==> src/rtl/serial_adder_if.sv <==
// serial_adder_if
//   Handshake and data bundle for the bit-serial adder.
//   Configuration macro: SERIAL_ADDER_SUB_EN adds the 'sub' select signal.
//   Signals:
//     start    - operation request (master -> slave)
//     a, b     - WIDTH-bit operands (master -> slave)
//     sub      - subtract select, only with SERIAL_ADDER_SUB_EN (master -> slave)
//     sum      - WIDTH-bit registered result (slave -> master)
//     cout     - registered final carry-out (slave -> master)
//     overflow - registered two's-complement overflow (slave -> master)
//     busy     - high while bits are being processed (slave -> master)
//     done     - one-cycle completion pulse (slave -> master)
//   Modports: master (requester side), slave (adder side).
interface serial_adder_if #(
  parameter int WIDTH = 64
);
  logic             start;
  logic [WIDTH-1:0] a;
  logic [WIDTH-1:0] b;
`ifdef SERIAL_ADDER_SUB_EN
  logic             sub;
`endif
  logic [WIDTH-1:0] sum;
  logic             cout;
  logic             overflow;
  logic             busy;
  logic             done;

`ifdef SERIAL_ADDER_SUB_EN
  modport master (output start, a, b, sub, input sum, cout, overflow, busy, done);
  modport slave  (input start, a, b, sub, output sum, cout, overflow, busy, done);
`else
  modport master (output start, a, b, input sum, cout, overflow, busy, done);
  modport slave  (input start, a, b, output sum, cout, overflow, busy, done);
`endif
endinterface

==> src/rtl/serial_adder.sv <==
// serial_adder
//   Bit-serial adder (optionally subtractor). Operands are shifted out LSB
//   first through a single full_adder, one bit per clock, with a carry
//   flip-flop feeding cout back to cin. Result, carry-out and signed
//   overflow are registered at completion and held until the next one.
//   Configuration macro: SERIAL_ADDER_SUB_EN enables a - b via bus.sub.
//   Parameters:
//     WIDTH - operand/result width in bits (>= 2)
//     CNT_W - bit-counter width, derived from WIDTH (do not override)
//   Ports:
//     clk - rising-edge clock
//     rst - synchronous active-high reset
//     bus - serial_adder_if slave modport (start/a/b/[sub] in,
//           sum/cout/overflow/busy/done out)
//
// full_adder
//   Single-bit full adder: s = a ^ b ^ cin, cout = majority(a, b, cin).
module full_adder (
  input  logic a,
  input  logic b,
  input  logic cin,
  output logic s,
  output logic cout
);
  assign s    = a ^ b ^ cin;
  assign cout = (a & b) | (cin & (a ^ b));
endmodule

module serial_adder #(
  parameter int WIDTH = 64,
  parameter int CNT_W = $clog2(WIDTH + 1)
) (
  input logic          clk,
  input logic          rst,
  serial_adder_if.slave bus
);
  typedef enum logic [1:0] {IDLE, RUN, DONE} state_t;

  localparam logic [CNT_W-1:0] LAST_BIT = CNT_W'(WIDTH - 1);

  state_t           state;
  state_t           state_next;
  logic [WIDTH-1:0] sh_a;
  logic [WIDTH-1:0] sh_b;
  logic [WIDTH-1:0] sh_r;
  logic             carry;
  logic [CNT_W-1:0] cnt;
  logic             fa_s;
  logic             fa_cout;
  logic             load;
  logic             last;
  logic             sub_sel;

`ifdef SERIAL_ADDER_SUB_EN
  assign sub_sel = bus.sub;
`else
  assign sub_sel = 1'b0;
`endif

  full_adder u_fa (
    .a    (sh_a[0]),
    .b    (sh_b[0]),
    .cin  (carry),
    .s    (fa_s),
    .cout (fa_cout)
  );

  // Next-state logic. A start is accepted from IDLE and also from DONE, so
  // back-to-back operations lose no cycle; start during RUN is ignored.
  always_comb begin
    state_next = state;
    load       = 1'b0;
    last       = 1'b0;
    case (state)
      IDLE: begin
        if (bus.start) begin
          load       = 1'b1;
          state_next = RUN;
        end
      end
      RUN: begin
        if (cnt == LAST_BIT) begin
          last       = 1'b1;
          state_next = DONE;
        end
      end
      DONE: begin
        if (bus.start) begin
          load       = 1'b1;
          state_next = RUN;
        end else begin
          state_next = IDLE;
        end
      end
      default: state_next = IDLE;
    endcase
  end

  always_ff @(posedge clk) begin
    if (rst) state <= IDLE;
    else     state <= state_next;
  end

  // Datapath. Subtraction is a + ~b + 1: invert B at load and seed the carry
  // with 1. On the last bit the carry register still holds the carry into the
  // MSB, so overflow is simply carry ^ fa_cout on that edge.
  always_ff @(posedge clk) begin
    if (rst) begin
      sh_a         <= '0;
      sh_b         <= '0;
      sh_r         <= '0;
      carry        <= 1'b0;
      cnt          <= '0;
      bus.sum      <= '0;
      bus.cout     <= 1'b0;
      bus.overflow <= 1'b0;
      bus.busy     <= 1'b0;
      bus.done     <= 1'b0;
    end else begin
      bus.done <= last;
      if (load) begin
        sh_a     <= bus.a;
        sh_b     <= sub_sel ? ~bus.b : bus.b;
        carry    <= sub_sel;
        cnt      <= '0;
        bus.busy <= 1'b1;
      end else if (state == RUN) begin
        sh_r  <= {fa_s, sh_r[WIDTH-1:1]};
        sh_a  <= sh_a >> 1;
        sh_b  <= sh_b >> 1;
        carry <= fa_cout;
        cnt   <= cnt + 1'b1;
        if (last) begin
          bus.sum      <= {fa_s, sh_r[WIDTH-1:1]};
          bus.cout     <= fa_cout;
          bus.overflow <= carry ^ fa_cout;
          bus.busy     <= 1'b0;
        end
      end
    end
  end
endmodule

==> src/flat_wrapper.sv <==
// flat-port wrapper written by rule: the top's interface ports become plain ports
module serial_adder_flat 
#(
  parameter int WIDTH = 64,
  parameter int CNT_W = $clog2(WIDTH + 1)
)
  (clk, rst, bus_start, bus_a, bus_b, bus_sum, bus_cout, bus_overflow, bus_busy, bus_done);
  serial_adder_if #(.WIDTH(WIDTH)) bus_i ();
  input logic clk;
  input logic rst;
  input wire logic [$bits(bus_i.start)-1:0] bus_start;
  input wire logic [$bits(bus_i.a)-1:0] bus_a;
  input wire logic [$bits(bus_i.b)-1:0] bus_b;
  output wire logic [$bits(bus_i.sum)-1:0] bus_sum;
  output wire logic [$bits(bus_i.cout)-1:0] bus_cout;
  output wire logic [$bits(bus_i.overflow)-1:0] bus_overflow;
  output wire logic [$bits(bus_i.busy)-1:0] bus_busy;
  output wire logic [$bits(bus_i.done)-1:0] bus_done;
  assign bus_i.start = bus_start;
  assign bus_i.a = bus_a;
  assign bus_i.b = bus_b;
  assign bus_sum = bus_i.sum;
  assign bus_cout = bus_i.cout;
  assign bus_overflow = bus_i.overflow;
  assign bus_busy = bus_i.busy;
  assign bus_done = bus_i.done;
  serial_adder #(.WIDTH(WIDTH), .CNT_W(CNT_W)) u_core (.clk(clk), .rst(rst), .bus(bus_i));
endmodule
==> config.mk <==
export PLATFORM = sky130hd
export DESIGN_NAME = serial_adder_flat
export DESIGN_NICKNAME = d
export VERILOG_FILES = /design/src/rtl/serial_adder_if.sv /design/src/rtl/serial_adder.sv /design/src/flat_wrapper.sv
export SDC_FILE = /design/constraint.sdc
export NUM_CORES = 1
export LEC_CHECK = 0
export BUFFER_PORTS_ARGS = -buffer_cell sky130_fd_sc_hd__buf_2
export CORE_UTILIZATION = 52
export CTS_BUF_LIST = sky130_fd_sc_hd__clkbuf_2
export DETAILED_ROUTE_END_ITERATION = 8
export PLACE_DENSITY = 0.8
export SLEW_MARGIN = 20
export SYNTH_ARGS = -nofsm -noshare
export SYNTH_HDL_FRONTEND = slang
export SYNTH_SLANG_ARGS = --single-unit
==> constraint.sdc <==
create_clock -name clk -period 2.2 [get_ports clk]
set_input_delay 0.44 -clock clk [delete_from_list [all_inputs] [get_ports clk]]
set_output_delay 0.44 -clock clk [all_outputs]
set_load 0.05 [all_outputs]
==> out/qor.txt <==
slew of the pin with the lowest slew margin: 0.767 ns
fin util: 0.670
post-CTS sizing: 0
Adder-Cell Fraction of Synth Area: 0.00304
Initial Utilization: 0.530
metal2 WL: 14000 um
count of cell types in the netlist: 35
# clock sinks: 269
multiplexer share of the synthesized area: 0.00187
die extent in x: 145 um
Top delay family on crit path: flip-flops
pre-CTS WS: 0.493 ns
CP required: 1.76 ns
area share of xor/xnor cells in the synthesized design: 0.00246
Crit path largest cell delay: 0.38 ns
worst skew pair latency: 0.79 ns
Top-Level Pins: 199
Detail Placement HPWL: 14800 um
maxcap violations: 0
fmax: 541 MHz
RSZ-0062 raised after global routing: false
syn_area_per_cell: 8.42 um2
CTS tree: done
die area: 21100 um2
critical path start-end classification: reg2out
final slew viol count: 0
minimum clock period: 1.85 ns
vias in the first global route: 10100
Post-route DRC: 0
final net count: 1697
DRT met1 WL: 11700 um
kind of start point of the critical path: register
CTS root buffer: clkbuf_2
per-cell routed wire length: 15.4 um
combinational family with the most area after synthesis: compound AO/OA/AOI/OAI gates
Vert. Die Dim: 145 um
critical path capture point type: output port
largest net degree at the start of global routing: 122
I/O Buffers: 198
GRT Resource Usage Total: 0.270
worst hold path type: in2reg
Compound-Gate Fraction of Synth Area: 0.223
Ys Warns: 0
row count: 52
Lkg Pwr: 5.45 nW
headroom to the max-slew limit: 0.489
WP data arrival: 1.41 ns
Core Region: 20200 um2
drt pass-1 iters: 7
final setup margin: 0.351 ns
Vias: 10600
sequential area share after synthesis: 0.503
Inserted Clock Buffers: 70
Net Count, Synth: 1404
DRT iter0 DRCs: 890
setup TNS: 0 ns
total global routing overflow: 0
Crit-path slowest cell: dfxtp_1
crit-path max FO: 2
fill count: 1604
skew final: 0.0421 ns
Final setup viols: 0
post-detailed-route count of antenna-violating nets: 0
Routed WL: 28900 um
period utilization: 0.840
crit-path cells: buf_2
run status: finished clean
GPL Wtd Cong: 0.797
Layout area overhead: 26.4%
most common cell after layout, fill and taps aside: nand2_1
Seq cells post-synth: 269
met3 wire len: 2060 um
area of the mapped netlist: 10700 um2
Vias/cell: 5.64
Hold Violations, Final: 0
Simple-Gate Fraction of Synth Area: 0.202
global-route wire length before repair: 47800 um
Pwr Density: 706 nW/um2
ratio of cells with drive above 1 in the final layout: 0.216
Buf/Inv on CP: 1
Max Used Layer: met4
clk slew on worst S/H paths: 0.10 ns
commonest non-fill, non-tap cells in the layout: nand2_1, dfxtp_1, buf_2, dlygate4sd3_1, o21ai_0
Max Root-Sink Buffers: 3
Cells after Synth: 1271
initial antenna violation count: 3
H-tree depth: 3
peak supply drop: 399 uV
## final timing paths
path	start	end	slack, ns	cells past startpoint
max	u_core.bus.sum[11]	bus_sum[11]	0.35	1
min	bus_start	u_core.state[0]	0.08	3
max reg2reg	u_core.state[0]	u_core.sh_a[12]	0.48	4
min reg2reg	u_core.sh_a[63]	u_core.sh_a[62]	0.45	2
## flip-flops by register name (all words and copies together), names as in the netlist
signal / count
u_core.bus.sum: 64
u_core.sh_a: 64
u_core.sh_b: 64
u_core.sh_r: 63
u_core.cnt: 7
u_core.state: 2
u_core.bus.busy: 1
u_core.bus.cout: 1
u_core.bus.done: 1
u_core.bus.overflow: 1
u_core.carry: 1
## per-layer routing
metal / track usage / vias up
li1: - / 5102
met1: 0.325 / 4906
met2: 0.443 / 458
met3: 0.0646 / 107
met4: 0.155 / 0
met5: 0 / -
## synthesized netlist by cell type
cell type | count | area share
nand2_1 | 382 | 0.13
dfxtp_1 | 269 | 0.50
o21ai_0 | 126 | 0.059
a31oi_1 | 124 | 0.073
a21oi_1 | 73 | 0.034
and4_1 | 65 | 0.053
clkbuf_1 | 50 | 0.018
a31o_1 | 49 | 0.040
buf_2 | 40 | 0.019
buf_4 | 20 | 0.014
a31o_2 | 16 | 0.013
buf_6 | 10 | 0.011
buf_1 | 4 | 0.0014
clkbuf_2 | 4 | 0.0019
nor2_1 | 4 | 0.0014
nand2b_1 | 3 | 0.0018
nor3_1 | 3 | 0.0014
o21ai_1 | 3 | 0.0014
or3_1 | 3 | 0.0018
a22oi_1 | 2 | 0.0014
mux2i_1 | 2 | 0.0019
nand3_1 | 2 | 0.00094
nand3b_1 | 2 | 0.0014
nand4_1 | 2 | 0.0012
nor2b_1 | 2 | 0.0012
xnor2_1 | 2 | 0.0016
a211oi_1 | 1 | 0.00070
and4_4 | 1 | 0.0011
and4bb_4 | 1 | 0.0015
fa_1 | 1 | 0.0019
ha_1 | 1 | 0.0012
inv_2 | 1 | 0.00035
nand2_4 | 1 | 0.0011
o22ai_1 | 1 | 0.00059
xor2_1 | 1 | 0.00082
## final cells by class
type | instances | area (um2) | share of cell area
Antenna cell | 3 | 7.51 | 0.000555
Timing Repair Buffer | 349 | 2570 | 0.190
Clock buffer | 99 | 495 | 0.0366
Multi-Input combinational cell | 873 | 4650 | 0.344
Tap cell | 270 | 338 | 0.0250
Sequential cell | 269 | 5390 | 0.398
Clock inverter | 12 | 71.3 | 0.00527
Inverter | 1 | 8.76 | 0.000648
## power by group
| part | switching (mW) | internal [mW] | total, mW |
|---|---|---|---|
| Combinational | 0.633 | 0.469 | 1.10 |
| Clock | 1.93 | 1.30 | 3.22 |
| Sequential | 0.127 | 5.09 | 5.21 |
| Total | 2.69 | 6.85 | 9.54 |
## cells by family after synthesis
family	Yosys count
flip-flops	269
buffers and inverters	129
AND/OR/NAND/NOR	471
AO/OA/AOI/OAI	395
adder cells (fa/ha/maj)	2
XOR/XNOR	3
multiplexers	2
## metrics by stage
stage	instance area (um2)	total power [mW]	instances	hold WS [ns]
after floorplan	10700	5.92	1271	0.432
after global placement	11700	6.16	1634	0.444
after detailed placement	11700	6.18	1634	0.454
after CTS	13500	9.56	1873	0.00212
after global routing	13500	10.0	1876	0.0621
final	13500	9.54	1876	0.0790
## timing repair
item,CTS,global route
setup buffers,0,0
hold buffers,128,0
hold endpoints to repair,128,0
Note: power is estimated with default switching activity, not from simulation.
